### config.mk
export PLATFORM = sky130hd
export DESIGN_NAME = car_sequencer
export DESIGN_NICKNAME = d
export VERILOG_FILES = /design/src/rtl/car_sequencer_pkg.sv /design/src/rtl/car_sequencer_jmp_cond.sv /design/src/rtl/car_sequencer.sv
export SDC_FILE = /design/constraint.sdc
export NUM_CORES = 1
export LEC_CHECK = 0
export CORE_UTILIZATION = 25
export DETAILED_ROUTE_END_ITERATION = 10
export PLACE_DENSITY = 0.55
export SLEW_MARGIN = 20
export SYNTH_ARGS = -nofsm -noshare
export SYNTH_HDL_FRONTEND = slang
export SYNTH_SLANG_ARGS = --single-unit
### constraint.sdc
create_clock -name MCLK -period 5.1 [get_ports MCLK]
set_clock_uncertainty 0.1 [all_clocks]
set_input_delay 0.51 -clock MCLK [delete_from_list [all_inputs] [get_ports MCLK]]
set_output_delay 0.51 -clock MCLK [all_outputs]
set_load 0.005 [all_outputs]
### src/rtl/car_sequencer_pkg.sv
// Shared microprogram constants for the MSP430 sequencer and control unit:
// CAR encodings, register indices, SR bit positions and operand-class helpers.
package car_sequencer_pkg;

  localparam int unsigned CAR_W = 6;

  // Control address encodings
  localparam logic [CAR_W-1:0] CAR_0        = 6'd0;
  localparam logic [CAR_W-1:0] CAR_REG_REG  = 6'd1;
  localparam logic [CAR_W-1:0] CAR_REG_IDX0 = 6'd2,  CAR_REG_IDX1 = 6'd3;
  localparam logic [CAR_W-1:0] CAR_REG_IDX2 = 6'd4,  CAR_REG_IDX3 = 6'd5;
  localparam logic [CAR_W-1:0] CAR_IND_REG0 = 6'd6,  CAR_IND_REG1 = 6'd7;
  localparam logic [CAR_W-1:0] CAR_IND_IDX0 = 6'd8,  CAR_IND_IDX1 = 6'd9;
  localparam logic [CAR_W-1:0] CAR_IND_IDX2 = 6'd10, CAR_IND_IDX3 = 6'd11;
  localparam logic [CAR_W-1:0] CAR_IND_IDX4 = 6'd12;
  localparam logic [CAR_W-1:0] CAR_IDX_REG0 = 6'd13, CAR_IDX_REG1 = 6'd14;
  localparam logic [CAR_W-1:0] CAR_IDX_REG2 = 6'd15;
  localparam logic [CAR_W-1:0] CAR_IDX_IDX0 = 6'd16, CAR_IDX_IDX1 = 6'd17;
  localparam logic [CAR_W-1:0] CAR_IDX_IDX2 = 6'd18, CAR_IDX_IDX3 = 6'd19;
  localparam logic [CAR_W-1:0] CAR_IDX_IDX4 = 6'd20, CAR_IDX_IDX5 = 6'd21;
  localparam logic [CAR_W-1:0] CAR_OP1_REG  = 6'd22;
  localparam logic [CAR_W-1:0] CAR_OP1_IND0 = 6'd23, CAR_OP1_IND1 = 6'd24;
  localparam logic [CAR_W-1:0] CAR_OP1_IND2 = 6'd25;
  localparam logic [CAR_W-1:0] CAR_OP1_IDX0 = 6'd26, CAR_OP1_IDX1 = 6'd27;
  localparam logic [CAR_W-1:0] CAR_OP1_IDX2 = 6'd28, CAR_OP1_IDX3 = 6'd29;
  localparam logic [CAR_W-1:0] CAR_PUSH_REG0 = 6'd30, CAR_PUSH_REG1 = 6'd31;
  localparam logic [CAR_W-1:0] CAR_PUSH_REG2 = 6'd32;
  localparam logic [CAR_W-1:0] CAR_PUSH_IND0 = 6'd33, CAR_PUSH_IND1 = 6'd34;
  localparam logic [CAR_W-1:0] CAR_PUSH_IND2 = 6'd35;
  localparam logic [CAR_W-1:0] CAR_PUSH_IDX0 = 6'd36, CAR_PUSH_IDX1 = 6'd37;
  localparam logic [CAR_W-1:0] CAR_PUSH_IDX2 = 6'd38, CAR_PUSH_IDX3 = 6'd39;
  localparam logic [CAR_W-1:0] CAR_CALL_REG0 = 6'd40, CAR_CALL_REG1 = 6'd41;
  localparam logic [CAR_W-1:0] CAR_CALL_REG2 = 6'd42;
  localparam logic [CAR_W-1:0] CAR_CALL_IND0 = 6'd43, CAR_CALL_IND1 = 6'd44;
  localparam logic [CAR_W-1:0] CAR_CALL_IND2 = 6'd45;
  localparam logic [CAR_W-1:0] CAR_CALL_IDX0 = 6'd46, CAR_CALL_IDX1 = 6'd47;
  localparam logic [CAR_W-1:0] CAR_CALL_IDX2 = 6'd48, CAR_CALL_IDX3 = 6'd49;
  localparam logic [CAR_W-1:0] CAR_RETI0 = 6'd50, CAR_RETI1 = 6'd51;
  localparam logic [CAR_W-1:0] CAR_RETI2 = 6'd52, CAR_RETI3 = 6'd53;
  localparam logic [CAR_W-1:0] CAR_INT0 = 6'd54, CAR_INT1 = 6'd55, CAR_INT2 = 6'd56;
  localparam logic [CAR_W-1:0] CAR_INT3 = 6'd57, CAR_INT4 = 6'd58;
  localparam logic [CAR_W-1:0] CAR_JMP0 = 6'd59;
  localparam logic [CAR_W-1:0] CAR_LAST = CAR_JMP0;

  // Register indices
  localparam logic [3:0] REG_PC = 4'd0;
  localparam logic [3:0] REG_SP = 4'd1;
  localparam logic [3:0] REG_SR = 4'd2;
  localparam logic [3:0] REG_CG = 4'd3;

  // Status register bit positions
  localparam int unsigned SR_C      = 0;
  localparam int unsigned SR_Z      = 1;
  localparam int unsigned SR_N      = 2;
  localparam int unsigned SR_CPUOFF = 4;
  localparam int unsigned SR_V      = 8;

  typedef enum logic [1:0] {CLS_REG, CLS_IDX, CLS_IND} opclass_t;

  // Constant-generator encodings (R3 any mode, R2 indirect modes) act as register operands
  function automatic opclass_t operand_class(input logic [3:0] rsel, input logic [1:0] as);
    if (rsel == REG_CG || (rsel == REG_SR && as[1])) return CLS_REG;
    case (as)
      2'b00:   return CLS_REG;
      2'b01:   return CLS_IDX;
      default: return CLS_IND;
    endcase
  endfunction

  function automatic logic [CAR_W-1:0] class_select(input opclass_t cls,
                                                    input logic [CAR_W-1:0] r,
                                                    input logic [CAR_W-1:0] x,
                                                    input logic [CAR_W-1:0] i);
    case (cls)
      CLS_IDX: return x;
      CLS_IND: return i;
      default: return r;
    endcase
  endfunction

  function automatic logic is_terminal(input logic [CAR_W-1:0] car);
    case (car)
      CAR_REG_REG, CAR_REG_IDX3, CAR_IND_REG1, CAR_IND_IDX4, CAR_IDX_REG2,
      CAR_IDX_IDX5, CAR_OP1_REG, CAR_OP1_IND2, CAR_OP1_IDX3, CAR_PUSH_REG2,
      CAR_PUSH_IND2, CAR_PUSH_IDX3, CAR_CALL_REG2, CAR_CALL_IND2, CAR_CALL_IDX3,
      CAR_RETI3, CAR_INT4, CAR_JMP0: return 1'b1;
      default: return 1'b0;
    endcase
  endfunction

endpackage

### src/rtl/car_sequencer_jmp_cond.sv
// Jump condition evaluator: decides whether a conditional jump is taken
// from the 3-bit condition field and the {V,N,Z,C} flags.
module jmp_cond (
  input  logic [2:0] cond,
  input  logic [3:0] flags,
  output logic       taken
);

  logic v, n, z, c;
  assign {v, n, z, c} = flags;

  always_comb begin
    taken = 1'b0;
    case (cond)
      3'd0: taken = ~z;
      3'd1: taken = z;
      3'd2: taken = ~c;
      3'd3: taken = c;
      3'd4: taken = n;
      3'd5: taken = ~(n ^ v);
      3'd6: taken = n ^ v;
      default: taken = 1'b1;
    endcase
  end

endmodule

### src/rtl/car_sequencer.sv
// MSP430 microprogram sequencer: decodes IR in CAR_0, dispatches to the first
// state of the matching microsequence, steps through it and returns to CAR_0.
module car_sequencer
  import car_sequencer_pkg::*;
#(
  parameter int unsigned CAR_BITS = CAR_W
) (
  input  logic                MCLK,
  input  logic                RST_n,
  input  logic [15:0]         IR,
  input  logic [15:0]         SR,
  input  logic                INT_req,
  input  logic                HOLD,
  output logic [CAR_BITS-1:0] CAR,
  output logic                FETCH,
  output logic                ILLEGAL
);

  logic [CAR_BITS-1:0] car_q, car_d;
  logic                illegal_q, illegal_d;
  logic [CAR_W-1:0]    disp_car;
  logic                disp_illegal;
  logic                jmp_taken;
  logic                is_jump, is_fmt2, is_fmt1;
  logic [2:0]          f2_op;
  opclass_t            f1_cls, f2_cls;

  // Byte/word select and the remaining SR bits do not affect sequencing
  logic unused_bits;
  assign unused_bits = ^{IR[6], SR[15:9], SR[7:5], SR[3]};

  jmp_cond u_jmp_cond (
    .cond  (IR[12:10]),
    .flags ({SR[SR_V], SR[SR_N], SR[SR_Z], SR[SR_C]}),
    .taken (jmp_taken)
  );

  assign is_jump = (IR[15:13] == 3'b001);
  assign is_fmt2 = (IR[15:10] == 6'b000100);
  assign is_fmt1 = (IR[15:14] != 2'b00);
  assign f2_op   = IR[9:7];
  assign f1_cls  = operand_class(IR[11:8], IR[5:4]);
  assign f2_cls  = operand_class(IR[3:0], IR[5:4]);

  // Instruction dispatch target; a not-taken jump or an illegal word returns to CAR_0
  always_comb begin
    disp_car     = CAR_0;
    disp_illegal = 1'b0;
    if (is_jump) begin
      if (jmp_taken) disp_car = CAR_JMP0;
    end else if (is_fmt2) begin
      case (f2_op)
        3'd4:    disp_car = class_select(f2_cls, CAR_PUSH_REG0, CAR_PUSH_IDX0, CAR_PUSH_IND0);
        3'd5:    disp_car = class_select(f2_cls, CAR_CALL_REG0, CAR_CALL_IDX0, CAR_CALL_IND0);
        3'd6:    disp_car = CAR_RETI0;
        3'd7:    disp_illegal = 1'b1;
        default: disp_car = class_select(f2_cls, CAR_OP1_REG, CAR_OP1_IDX0, CAR_OP1_IND0);
      endcase
    end else if (is_fmt1) begin
      if (IR[7]) disp_car = class_select(f1_cls, CAR_REG_IDX0, CAR_IDX_IDX0, CAR_IND_IDX0);
      else       disp_car = class_select(f1_cls, CAR_REG_REG, CAR_IDX_REG0, CAR_IND_REG0);
    end else begin
      disp_illegal = 1'b1;
    end
  end

  // Next control address; HOLD freezes everything, interrupts only enter from CAR_0
  always_comb begin
    car_d     = car_q;
    illegal_d = 1'b0;
    FETCH     = 1'b0;
    if (HOLD) begin
      illegal_d = illegal_q;
    end else if (car_q == CAR_BITS'(CAR_0)) begin
      if (INT_req) begin
        car_d = CAR_BITS'(CAR_INT0);
      end else if (!SR[SR_CPUOFF]) begin
        FETCH     = 1'b1;
        car_d     = CAR_BITS'(disp_car);
        illegal_d = disp_illegal;
      end
    end else if (car_q > CAR_BITS'(CAR_LAST) || is_terminal(CAR_W'(car_q))) begin
      car_d = CAR_BITS'(CAR_0);
    end else begin
      car_d = car_q + CAR_BITS'(1);
    end
  end

  always_ff @(posedge MCLK or negedge RST_n) begin
    if (!RST_n) begin
      car_q     <= CAR_BITS'(CAR_0);
      illegal_q <= 1'b0;
    end else begin
      car_q     <= car_d;
      illegal_q <= illegal_d;
    end
  end

  assign CAR     = car_q;
  assign ILLEGAL = illegal_q;

endmodule

==> results.py <==
metrics = {
    "outcome": {
        "outcome": "completed",
    },
    "floorplan": {
        "ios": 44,
        "die_w_um": 68.0,
        "fp.dieH_um": 68.0,
        "core_area_um2": 4090,
        "die-area_um2": 4630,
        "row_count": 23,
        "start_util": 0.267,
    },
    "logic_synthesis": {
        "ys_warn_count": 0,
        "synthArstFlopShare": 1.00,
        "synth_area_um2": 1090,
        "yosysSeqAreaShare": 0.161,
        "synth_cell_types": 51,
        "synth_edf_count": 0,
        "synthCells": 143,
        "synth_ff_type": "dfrtp_1",
        "postSynthNetCount": 189,
        "avgSynthCellArea_um2": 7.62,
        "ys_ff_latch": 7,
    },
    "timing": {
        "rsz0062_at_grt": "no",
        "period_minus_slack_ns": 3.03,
        "fin_crit_sh": 0.595,
        "max_freq_mhz": 330,
        "worst_pin_slew_ns": 0.540,
        "setup_viol": 0,
        "relSlewSlack": 0.640,
        "final_hold_viol_count": 0,
        "hold_slack_ns": 0.427,
        "fin_tns_setup_ns": 0,
        "finalMaxSlewViolations": 0,
    },
    "worst_hold_path": {
        "worstHoldPathType": "flip-flop to flip-flop",
        "whs_path_depth": 1,
    },
    "placement": {
        "dpl-instance-area_um2": 1410,
        "place_congestion": 0.765,
        "io_buffers": 31,
        "hpwl_mm": 2.29,
    },
    "clock_network": {
        "cts_root_buffer": "clkbuf_8",
        "cts_resized": 0,
        "post_cts.repair.setup_buffers": 0,
        "ctsHtreeMaxLevel": 1,
        "cts_made_buffers": 3,
        "clk_latency_ns": 0.23,
        "postCtsHoldBufs": 0,
        "cts_tree": "yes",
        "clockBufferDepth": 2,
        "clk_pin_slew_ns": 0.04,
        "numClockSinks": 7,
    },
    "grt": {
        "global_route.usage.met3": 0.0217,
        "antenna_found_initial": 0,
        "grt.busiest_layer": "met2",
        "grt_pass1_vias": 1069,
        "grt_use_total": 0.134,
        "grt_pass1_wl_mm": 4.82,
        "gr-usage-met1": 0.178,
        "grt_max_degree": 19,
        "grt_overflow_total": 0,
        "met2_usage": 0.227,
    },
    "pwr": {
        "total_power_uw": 549,
        "power.density_nw_per_um2": 378,
        "ir_worst_vdd_uv": 95.8,
        "power_leakage_uw": 0.000572,
    },
    "detailed_routing": {
        "wirelength_mm": 2.84,
        "drtPass1Iterations": 4,
        "vias": 1120,
        "wl_per_cell_um": 12.9,
        "ant_nets": 0,
        "avgViaCountPerCell": 5.11,
        "drt_iter0_drc": 103,
        "drc": 0,
    },
    "cells_and_area": {
        "nets": 216,
        "antenna_cells": 0,
        "final_common_cell": "clkdlybuf4s50_1",
        "fillers": 428,
        "stdcell_area_um2": 1460,
        "register_area_um2": 175,
        "syn_to_final_growth_pct": 33.5,
        "drive_above_1_share": 0.0710,
        "post-route-util": 0.356,
        "final_cell_mix": "31 x clkdlybuf4s50_1, 14 x nand2_1, 10 x nor2_1, 10 x ha_1, 8 x inv_1",
        "multi_input_area_um2": 831,
    },
    "job": {
        "max_cap_violations": 0,
    },
    "critical_path": {
        "worstPathRequired_ns": 4.49,
        "critPathLaunch": "CAR[3]",
        "r2r_cells": 6,
        "path_class": "flip-flop to primary output",
        "end_kind": "primary output",
        "cp.arrival_ns": 2.42,
        "r2r_end": "CAR[4]",
        "path_max_fanout": 18,
        "reg2reg_setup_slack_ns": 2.89,
        "crit_end": "FETCH",
        "cp-start-kind": "flip-flop",
        "r2r_start": "CAR[3]",
    },
}
worst min-delay path by stage:
stage | from | slack [ns] | endpoint
floorplan | RST_n | 0.11 | CAR[0]
global placement | ILLEGAL | 0.39 | ILLEGAL
detailed placement | ILLEGAL | 0.41 | ILLEGAL
CTS | ILLEGAL | 0.42 | ILLEGAL
global route | ILLEGAL | 0.44 | ILLEGAL
finish | ILLEGAL | 0.43 | ILLEGAL
final cells by class:
type                    instances  area share
well taps                      50      0.0430
repair buffers                 31       0.213
flip-flops and latches          7       0.120
multi-input cells             119       0.571
clock inverters                 1     0.00344
clock buffers                   3      0.0284
inverters                       8      0.0206
layer usage:
layer	vias to the layer above	wire, um	part of all wire
met5	-	0	0
met4	0	0	0
met3	0	141	0.050
met2	32	1310	0.46
met1	512	1390	0.49
li1	576	-	-
synthesized netlist by cell type, types with 3 or more instances:
cell type | instances | area, um^2
inv_1 | 8 | 30.0
nand2_1 | 14 | 52.6
o21ai_1 | 3 | 15.0
a21oi_1 | 6 | 30.0
clkbuf_1 | 4 | 15.0
nand3_1 | 7 | 35.0
a31oi_1 | 3 | 18.8
o211ai_1 | 3 | 22.5
o21ai_0 | 4 | 20.0
mux2i_1 | 3 | 30.0
nor3_1 | 6 | 30.0
dfrtp_1 | 7 | 175
nand2b_1 | 5 | 31.3
ha_1 | 10 | 125
nor2b_1 | 3 | 18.8
nor2_1 | 10 | 37.5
a21o_1 | 3 | 22.5
per-stage QoR:
stage / cells / setup WS [ns]
CTS: 219 / 2.06
global route: 219 / 1.94
detailed placement: 215 / 2.32
floorplan: 143 / 3.04
global placement: 215 / 2.33
finish: 219 / 2.07
sequential cells by signal, summed over array words and instances, names as in the netlist:
signal   cells
CAR          6
ILLEGAL      1
worst max-delay path, cell delays in order (launching register included):
cell             delay, ns
dfrtp_1               0.57
nand2b_1              0.28
nor4_4                0.31
and2b_4               0.26
nor3b_4               0.23
clkdlybuf4s50_1       0.54
logic make-up (layout without fill, tap and decap cells):
kind of cell,Yosys count,after routing,share of synthesized area
DFF,7,7,0.161
AOI/OAI and AO/OA,42,42,0.273
and+or+nand+nor,60,60,0.312
adders and majority gates,10,10,0.115
xor gates and xnor gates,3,3,0.0241
buffers and inverters,17,43,0.0769
muxes,4,4,0.0379
report_power, final:
| part | internal, uW | switching [uW] |
|---|---|---|
| Combinational | 169 | 152 |
| Clock | 52.9 | 23.9 |
| Sequential | 78.3 | 72.9 |
| Total | 301 | 249 |
No activity file was read; power rests on OpenSTA's default activity.
